## src/rtl/uart_rx.sv

```systemverilog
// UART receiver, 8N1, LSB first, valid/ready output with one-byte holding register.
// Define UART_RX_PARITY_EN to expect an even-parity bit and add the parity_err output.
module uart_rx #(
  parameter int CLKS_PER_BIT = 434
) (
  input  logic       clk,
  input  logic       rst,
  input  logic       rx,
  output logic [7:0] rx_data,
  output logic       rx_valid,
  input  logic       rx_ready,
  output logic       rx_busy,
  output logic       frame_err,
  output logic       overrun
`ifdef UART_RX_PARITY_EN
  ,
  output logic       parity_err
`endif
);

  localparam int CW = (CLKS_PER_BIT > 1) ? $clog2(CLKS_PER_BIT) : 1;
  localparam logic [CW-1:0] LAST = CW'(CLKS_PER_BIT - 1);
  localparam logic [CW-1:0] HALF = CW'((CLKS_PER_BIT - 1) / 2);

`ifdef UART_RX_PARITY_EN
  typedef enum logic [2:0] {
    S_IDLE, S_START, S_DATA, S_PARITY, S_STOP
  } state_t;
`else
  typedef enum logic [2:0] {
    S_IDLE, S_START, S_DATA, S_STOP
  } state_t;
`endif

  state_t        r_state;
  state_t        w_state_n;
  logic          r_meta;
  logic          r_sync;
  logic [CW-1:0] r_cnt;
  logic [CW-1:0] w_cnt_n;
  logic [2:0]    r_bit;
  logic [2:0]    w_bit_n;
  logic [7:0]    r_shift;
  logic [7:0]    w_shift_n;
  logic [7:0]    r_data;
  logic [7:0]    w_data_n;
  logic          r_valid;
  logic          w_valid_n;
  logic          r_ferr;
  logic          w_ferr_n;
  logic          r_ovr;
  logic          w_ovr_n;
  logic          w_xfer;
`ifdef UART_RX_PARITY_EN
  logic          r_par_bad;
  logic          w_par_bad_n;
  logic          r_perr;
  logic          w_perr_n;
`endif

  // Two-flop synchroniser; idle-high so reset to 1
  always_ff @(posedge clk or posedge rst) begin
    if (rst) begin
      r_meta <= 1'b1;
      r_sync <= 1'b1;
    end else begin
      r_meta <= rx;
      r_sync <= r_meta;
    end
  end

  always_ff @(posedge clk or posedge rst) begin
    if (rst) begin
      r_state <= S_IDLE;
      r_cnt   <= '0;
      r_bit   <= '0;
      r_shift <= '0;
      r_data  <= '0;
      r_valid <= 1'b0;
      r_ferr  <= 1'b0;
      r_ovr   <= 1'b0;
`ifdef UART_RX_PARITY_EN
      r_par_bad <= 1'b0;
      r_perr    <= 1'b0;
`endif
    end else begin
      r_state <= w_state_n;
      r_cnt   <= w_cnt_n;
      r_bit   <= w_bit_n;
      r_shift <= w_shift_n;
      r_data  <= w_data_n;
      r_valid <= w_valid_n;
      r_ferr  <= w_ferr_n;
      r_ovr   <= w_ovr_n;
`ifdef UART_RX_PARITY_EN
      r_par_bad <= w_par_bad_n;
      r_perr    <= w_perr_n;
`endif
    end
  end

  assign w_xfer = r_valid & rx_ready;

  always_comb begin
    w_state_n = r_state;
    w_cnt_n   = r_cnt;
    w_bit_n   = r_bit;
    w_shift_n = r_shift;
    w_data_n  = r_data;
    w_valid_n = r_valid & ~w_xfer;
    w_ferr_n  = 1'b0;
    w_ovr_n   = 1'b0;
`ifdef UART_RX_PARITY_EN
    w_par_bad_n = r_par_bad;
    w_perr_n    = 1'b0;
`endif
    case (r_state)
      S_IDLE: begin
        w_cnt_n = '0;
        w_bit_n = '0;
        if (!r_sync) w_state_n = S_START;
      end
      S_START: begin
        if (r_cnt == HALF) begin
          w_cnt_n   = '0;
          w_state_n = r_sync ? S_IDLE : S_DATA;
        end else begin
          w_cnt_n = r_cnt + 1'b1;
        end
      end
      S_DATA: begin
        if (r_cnt == LAST) begin
          w_cnt_n = '0;
          w_shift_n[r_bit] = r_sync;
          if (r_bit == 3'd7) begin
            w_bit_n = '0;
`ifdef UART_RX_PARITY_EN
            w_state_n = S_PARITY;
`else
            w_state_n = S_STOP;
`endif
          end else begin
            w_bit_n = r_bit + 1'b1;
          end
        end else begin
          w_cnt_n = r_cnt + 1'b1;
        end
      end
`ifdef UART_RX_PARITY_EN
      S_PARITY: begin
        if (r_cnt == LAST) begin
          w_cnt_n     = '0;
          w_par_bad_n = r_sync ^ (^r_shift);
          w_state_n   = S_STOP;
        end else begin
          w_cnt_n = r_cnt + 1'b1;
        end
      end
`endif
      S_STOP: begin
        if (r_cnt == LAST) begin
          w_cnt_n   = '0;
          w_state_n = S_IDLE;
          if (!r_sync) begin
            w_ferr_n = 1'b1;
`ifdef UART_RX_PARITY_EN
          end else if (r_par_bad) begin
            w_perr_n = 1'b1;
`endif
          end else if (!r_valid || w_xfer) begin
            w_data_n  = r_shift;
            w_valid_n = 1'b1;
          end else begin
            w_ovr_n = 1'b1;
          end
        end else begin
          w_cnt_n = r_cnt + 1'b1;
        end
      end
      default: begin
        w_state_n = S_IDLE;
        w_cnt_n   = '0;
        w_bit_n   = '0;
      end
    endcase
  end

  assign rx_data   = r_data;
  assign rx_valid  = r_valid;
  assign rx_busy   = (r_state != S_IDLE);
  assign frame_err = r_ferr;
  assign overrun   = r_ovr;
`ifdef UART_RX_PARITY_EN
  assign parity_err = r_perr;
`endif

endmodule

```

## config.mk

```make
export PLATFORM = sky130hd
export DESIGN_NAME = uart_rx
export DESIGN_NICKNAME = d
export VERILOG_FILES = /design/src/rtl/uart_rx.sv
export SDC_FILE = /design/constraint.sdc
export NUM_CORES = 1
export LEC_CHECK = 0
export ABC_AREA = 0
export ABC_CLOCK_PERIOD_IN_PS = 4400
export BUFFER_PORTS_ARGS = -buffer_cell sky130_fd_sc_hd__buf_2
export CAP_MARGIN = 20
export CORE_MARGIN = 5
export CORE_UTILIZATION = 62
export DETAILED_ROUTE_END_ITERATION = 16
export HOLD_SLACK_MARGIN = 0.06
export PLACE_DENSITY = 0.94
export SYNTH_ARGS = -nofsm -noshare
export SYNTH_HDL_FRONTEND = slang
export SYNTH_SLANG_ARGS = --single-unit
```

## constraint.sdc

```tcl
create_clock -name clk -period 4.4 [get_ports clk]
set_input_delay 0.44 -clock clk [delete_from_list [all_inputs] [get_ports clk]]
set_output_delay 0.44 -clock clk [all_outputs]
set_load 0.05 [all_outputs]
```

After elaboration in Yosys (flattened, before gate mapping)
Cells that the tools add are included.
{"block": "word_totals", "mem_bits_rw": 0, "word_cells": 67, "inputBits": 4, "mem_count": 0, "rom_bits": 0, "latchBits": 0, "register_bits": 36}
{"block": "classes", "n_eq_ne": 11, "n_addsub": 2, "mux": 27, "n_reduce_logical": 11, "magnitude_cmp": 2, "shifts": 0, "multipliers": 0, "bitwise": 4, "div": 0}
{"op": "$mux 3", "n": 7}
{"op": "$mux 9", "n": 2}
{"op": "$pmux 9 s2", "n": 1}
{"op": "$mux 1", "n": 12}
{"op": "$pmux 3 s4", "n": 1}
{"op": "$ne 2x2->1 const B", "n": 5}
{"op": "$add 9x1->9 const B", "n": 1}
{"op": "$eq 9x8->1 const B", "n": 1}
{"op": "$eq 9x9->1 const B", "n": 1}
{"op": "$bwmux 8", "n": 1}
{"op": "$eq 3x2->1 const B", "n": 2}
{"op": "$pmux 3 s2", "n": 1}
{"op": "$reduce_and 5->1", "n": 1}
{"op": "$lt 3x4->1 const B", "n": 1}
{"op": "$reduce_and 2->1", "n": 2}
{"op": "$reduce_and 4->1", "n": 1}
{"op": "$reduce_or 2->1", "n": 2}
{"op": "$add 3x1->3 const B", "n": 1}
{"op": "$demux 1 s3", "n": 1}
{"op": "$eq 3x1->1 const B", "n": 1}
{"op": "$eq 3x3->1 const B", "n": 1}
{"op": "$ge 3x1->1 const B", "n": 1}
{"op": "$logic_not 3->1", "n": 1}
{"op": "$reduce_bool 3->1", "n": 1}
{"op": "6 further kinds", "n": 8}

Longest topological paths before layout
{"block": "logic_depth", "depth_word": 7, "ltp_mapped": 6}

Worst setup path before layout
No wires, ideal clock.
{"block": "synth_path", "path_kind": "reg-to-reg", "from": "register r_cnt[1]", "to": "register r_data[0], in the netlist rx_data[0]", "path_slack_ns": 2.649, "t_arrival_ns": 1.626, "stages_incl_launch_ff": 6, "path_cell_list": "dfrtp_1 inv_1 ha_1 nand4b_4 nor4b_4 mux2_2"}
{"block": "synth_via", "elab_chain_cells": 2}
{"element": "start: declaration", "line_no": "39", "source": "logic [CW-1:0] r_cnt;"}
{"element": "start signal: assignment", "line_no": "88", "source": "r_cnt <= w_cnt_n;"}
{"element": "$eq 9x9->1", "line_no": "161", "source": "if (r_cnt == LAST) begin"}
{"element": "$reduce_and 4->1 (no source line)"}
{"element": "end signal: assignment", "line_no": "91", "source": "r_data <= w_data_n;"}
{"element": "end: declaration", "line_no": "45", "source": "logic [7:0] r_data;"}
Every way passes these cells.
A chain may end at the register's enable or synchronous reset.

Worst setup path after layout
{"block": "layout_path", "from": "register r_cnt[1]", "to": "register r_data[7], in the netlist rx_data[7]"}
The elaborated chain is that of the path after synthesis.

==> metrics <==
initial DRC count 80; LEAKAGE ~0.86 nW; cell area after synthesis 0.00172 sq mm; footprint of the multi-input gates between 700 and 800 sq um; Avg WL per Cell approximately 17 um; layout net count 170; worst r2r src r_cnt[1]; worst vdd ir around 0.46 mV; core footprint between 0.002 and 0.003 sq mm; fin. max-slew vios 0; All-Layer GR Usage 0.191; dpl cells around 190; Hold Buf Count CTS 0; GPL Wtd Cong 0.848; mux cell area share after synthesis 0.105; global-route wire length before repair 6.02 mm; Pwr Total 0.619 mW; area grow syn2layout 11.4%; fraction of registers with async set/reset 1.00; Critical Path AT 2.30 ns; Synth Area in Adders 0.0364; final setup violation count 0; row cnt 19; Antenna Nets Post-Route 0; setup TNS 0 ns; type of the worst min-delay path in2async; crit-path max cell delay approximately 0.6 ns; Synth Area in Compound Gates 0.0881; Residual DRC 0; Synth Register Bits 35; Worst Setup Path Type reg2reg; most frequent cell after synthesis dfrtp_1; Area contributors post-synth dfrtp_1 (48%), mux2_2 (9.8%), ha_1 (3.6%), dfstp_2 (3.1%), nor4_1 (2.9%); total of max-cap violations 0; final hold slack about 0.17 ns; Synth cell types 40; slowest cell on the critical path nor4b_4; Final Cycle Share 0.468; number of flops mapped to enable cells by yosys 0; Vias approximately 1300; Reg2Reg Depth 5; min cycle time layout around 2.1 ns; Root Driver clkbuf_4; number of hold violations in the final report 0; H-tree levels 2; Synth top area share 0.481; Final Skew 0.0175 ns; Top FF cell, synth dfrtp_1; PD cells ~320 mW/mm^2; DIE WIDTH between 60 and 70 um; final WL about 3.3 mm; Filler Cells Inserted 190; critical path buffer and inverter count 1; cell family with most CP delay simple AND/OR/NAND/NOR gates; Non-Filler Instances between 150 and 200; crit start category flip-flop; CP Data Required Time ~4.6 ns; IO Port Bufs 15; area leader, netlist dfrtp_1; grt total ovfl 0; pin count of the biggest net entering global routing 36; initial antenna violation count 0; Synth Area in XOR/XNOR 0.0153; crit-path max FO 13; crit end category flip-flop; YS warnings 0; Post-Syn Nets approximately 150; Die Area 0.00392 sq mm; clk_lat worst skew approximately 0.35 ns; Worst R2R Setup Slack 2.34 ns; Post-synth top cells dfrtp_1 (33), mux2_2 (15), nor4_1 (8); RSZ-0062 raised after global routing false; CTS max path bufs 2; share of layout cells above drive strength 1 0.278; CP cell instances inv_1 -> ha_1 -> nand4b_4 -> nor4b_4 -> mux2_2; dpl hpwl between 2 and 2.5 mm; Syn Area/Cell about 12 sq um; Diodes inserted 0; slew margin rel. 0.588; FMAX 486 MHz; Slew @ Worst Pin approximately 0.61 ns; Worst R2R End rx_data[7]; Synth Area in Simple Gates 0.217; TritonCTS clock tree done; clock slew at reported path FFs ~0.11 ns; Seq. cell area between 800 and 900 sq um; I/O pins 16; # Post-CTS Setup Buffers 0; Die Height about 63 um; Initial Utilization 0.634; TritonCTS Buffers 5; post-CTS sizing 0; vias in the first global route about 1300; drt pass-1 iters 4; # clock sinks 35; Seq/Total Area, Yosys 0.511; outcome completed; number of vias per cell 6.53; largest family of logic cells by synthesized area simple AND/OR/NAND/NOR gates; Mapped Cells between 100 and 150
routing by layer:
metal  track usage  share of wire  vias to the layer above
li1              -              -                      576
met1         0.236           0.43                      629
met2         0.298           0.49                       45
met3        0.0504          0.058                       11
met4         0.114          0.027                        0
met5             0              0                        -
worst reg2reg max path, stage by stage, from the launching register on:
cell	delay, ns
dfrtp_1	0.41
inv_1	0.09
ha_1	0.21
nand4b_4	0.23
nor4b_4	0.61
mux2_2	0.41
cells by family (layout without fill, tap and decap cells):
| kind of cell | after synthesis | in the layout |
|---|---|---|
| AND/OR/NAND/NOR | 51 | 51 |
| flip-flops | 35 | 35 |
| AO/OA/AOI/OAI | 23 | 23 |
| multiplexers | 16 | 16 |
| buffers and inverters | 12 | 29 |
| adder cells (fa/ha/maj) | 5 | 5 |
| XOR/XNOR | 3 | 3 |
per-stage QoR:
step                instance area (sq um)  utilization  worst slack, ns
floorplan                            1720            -             2.65
global placement                     1810        0.669             2.46
detailed placement                   1810        0.669             2.36
CTS                                  1910        0.706             2.36
global route                         1910        0.706             2.23
finish                               1910        0.706             2.34
cells in the final DEF, fill, tap and decap left out, drive strengths merged, types with 2 or more instances in the layout:
| cell type | Yosys | routed |
|---|---|---|
| or3 | 5 | 5 |
| a22oi | 4 | 4 |
| inv | 5 | 5 |
| and3 | 2 | 2 |
| nor2 | 2 | 2 |
| mux2 | 16 | 16 |
| xor2 | 2 | 2 |
| nand3 | 5 | 5 |
| bufinv | 0 | 2 |
| nor4 | 8 | 8 |
| nand2 | 7 | 7 |
| o21ai | 6 | 6 |
| nand4b | 2 | 2 |
| a21oi | 4 | 4 |
| ha | 5 | 5 |
| nand4 | 6 | 6 |
| dfstp | 2 | 2 |
| o211ai | 4 | 4 |
| or4bb | 2 | 2 |
| buf | 1 | 16 |
| clkbuf | 6 | 6 |
| dfrtp | 33 | 33 |
| nor2b | 3 | 3 |
registers in the layout, indices dropped and copies added, names as in the netlist:
| signal | flops |
|---|---|
| r_cnt | 9 |
| r_state | 2 |
| overrun | 1 |
| r_bit | 3 |
| r_meta | 1 |
| rx_valid | 1 |
| r_sync | 1 |
| rx_data | 8 |
| r_shift | 8 |
| frame_err | 1 |
how the worst max path moves through the flow:
stage                        start          to  depth (start not counted)
final                     r_cnt[1]  rx_data[7]                          5
after global routing      r_cnt[1]  rx_data[7]                          5
after CTS                 r_cnt[1]  rx_data[2]                          5
after detailed placement  r_cnt[1]  rx_data[2]                          5
after global placement    r_cnt[1]  rx_data[0]                          5
after floorplan           r_cnt[1]  rx_data[0]                          5
power breakdown:
part	switching (mW)	leakage [nW]	internal [mW]
clock network	0.109	0.0525	0.177
registers	0.00148	0.467	0.323
logic	0.00650	0.343	0.00189
total	0.117	0.863	0.502
area by class of cell:
class / instances / share of cell area
Clock inverter: 2 / 0.0314
Inverter: 5 / 0.00981
Multi-Input combinational cell: 98 / 0.415
Sequential cell: 35 / 0.459
Timing Repair Buffer: 16 / 0.0432
Tap cell: 31 / 0.0203
Clock buffer: 6 / 0.0216
Power figures use the tool's default switching activity.
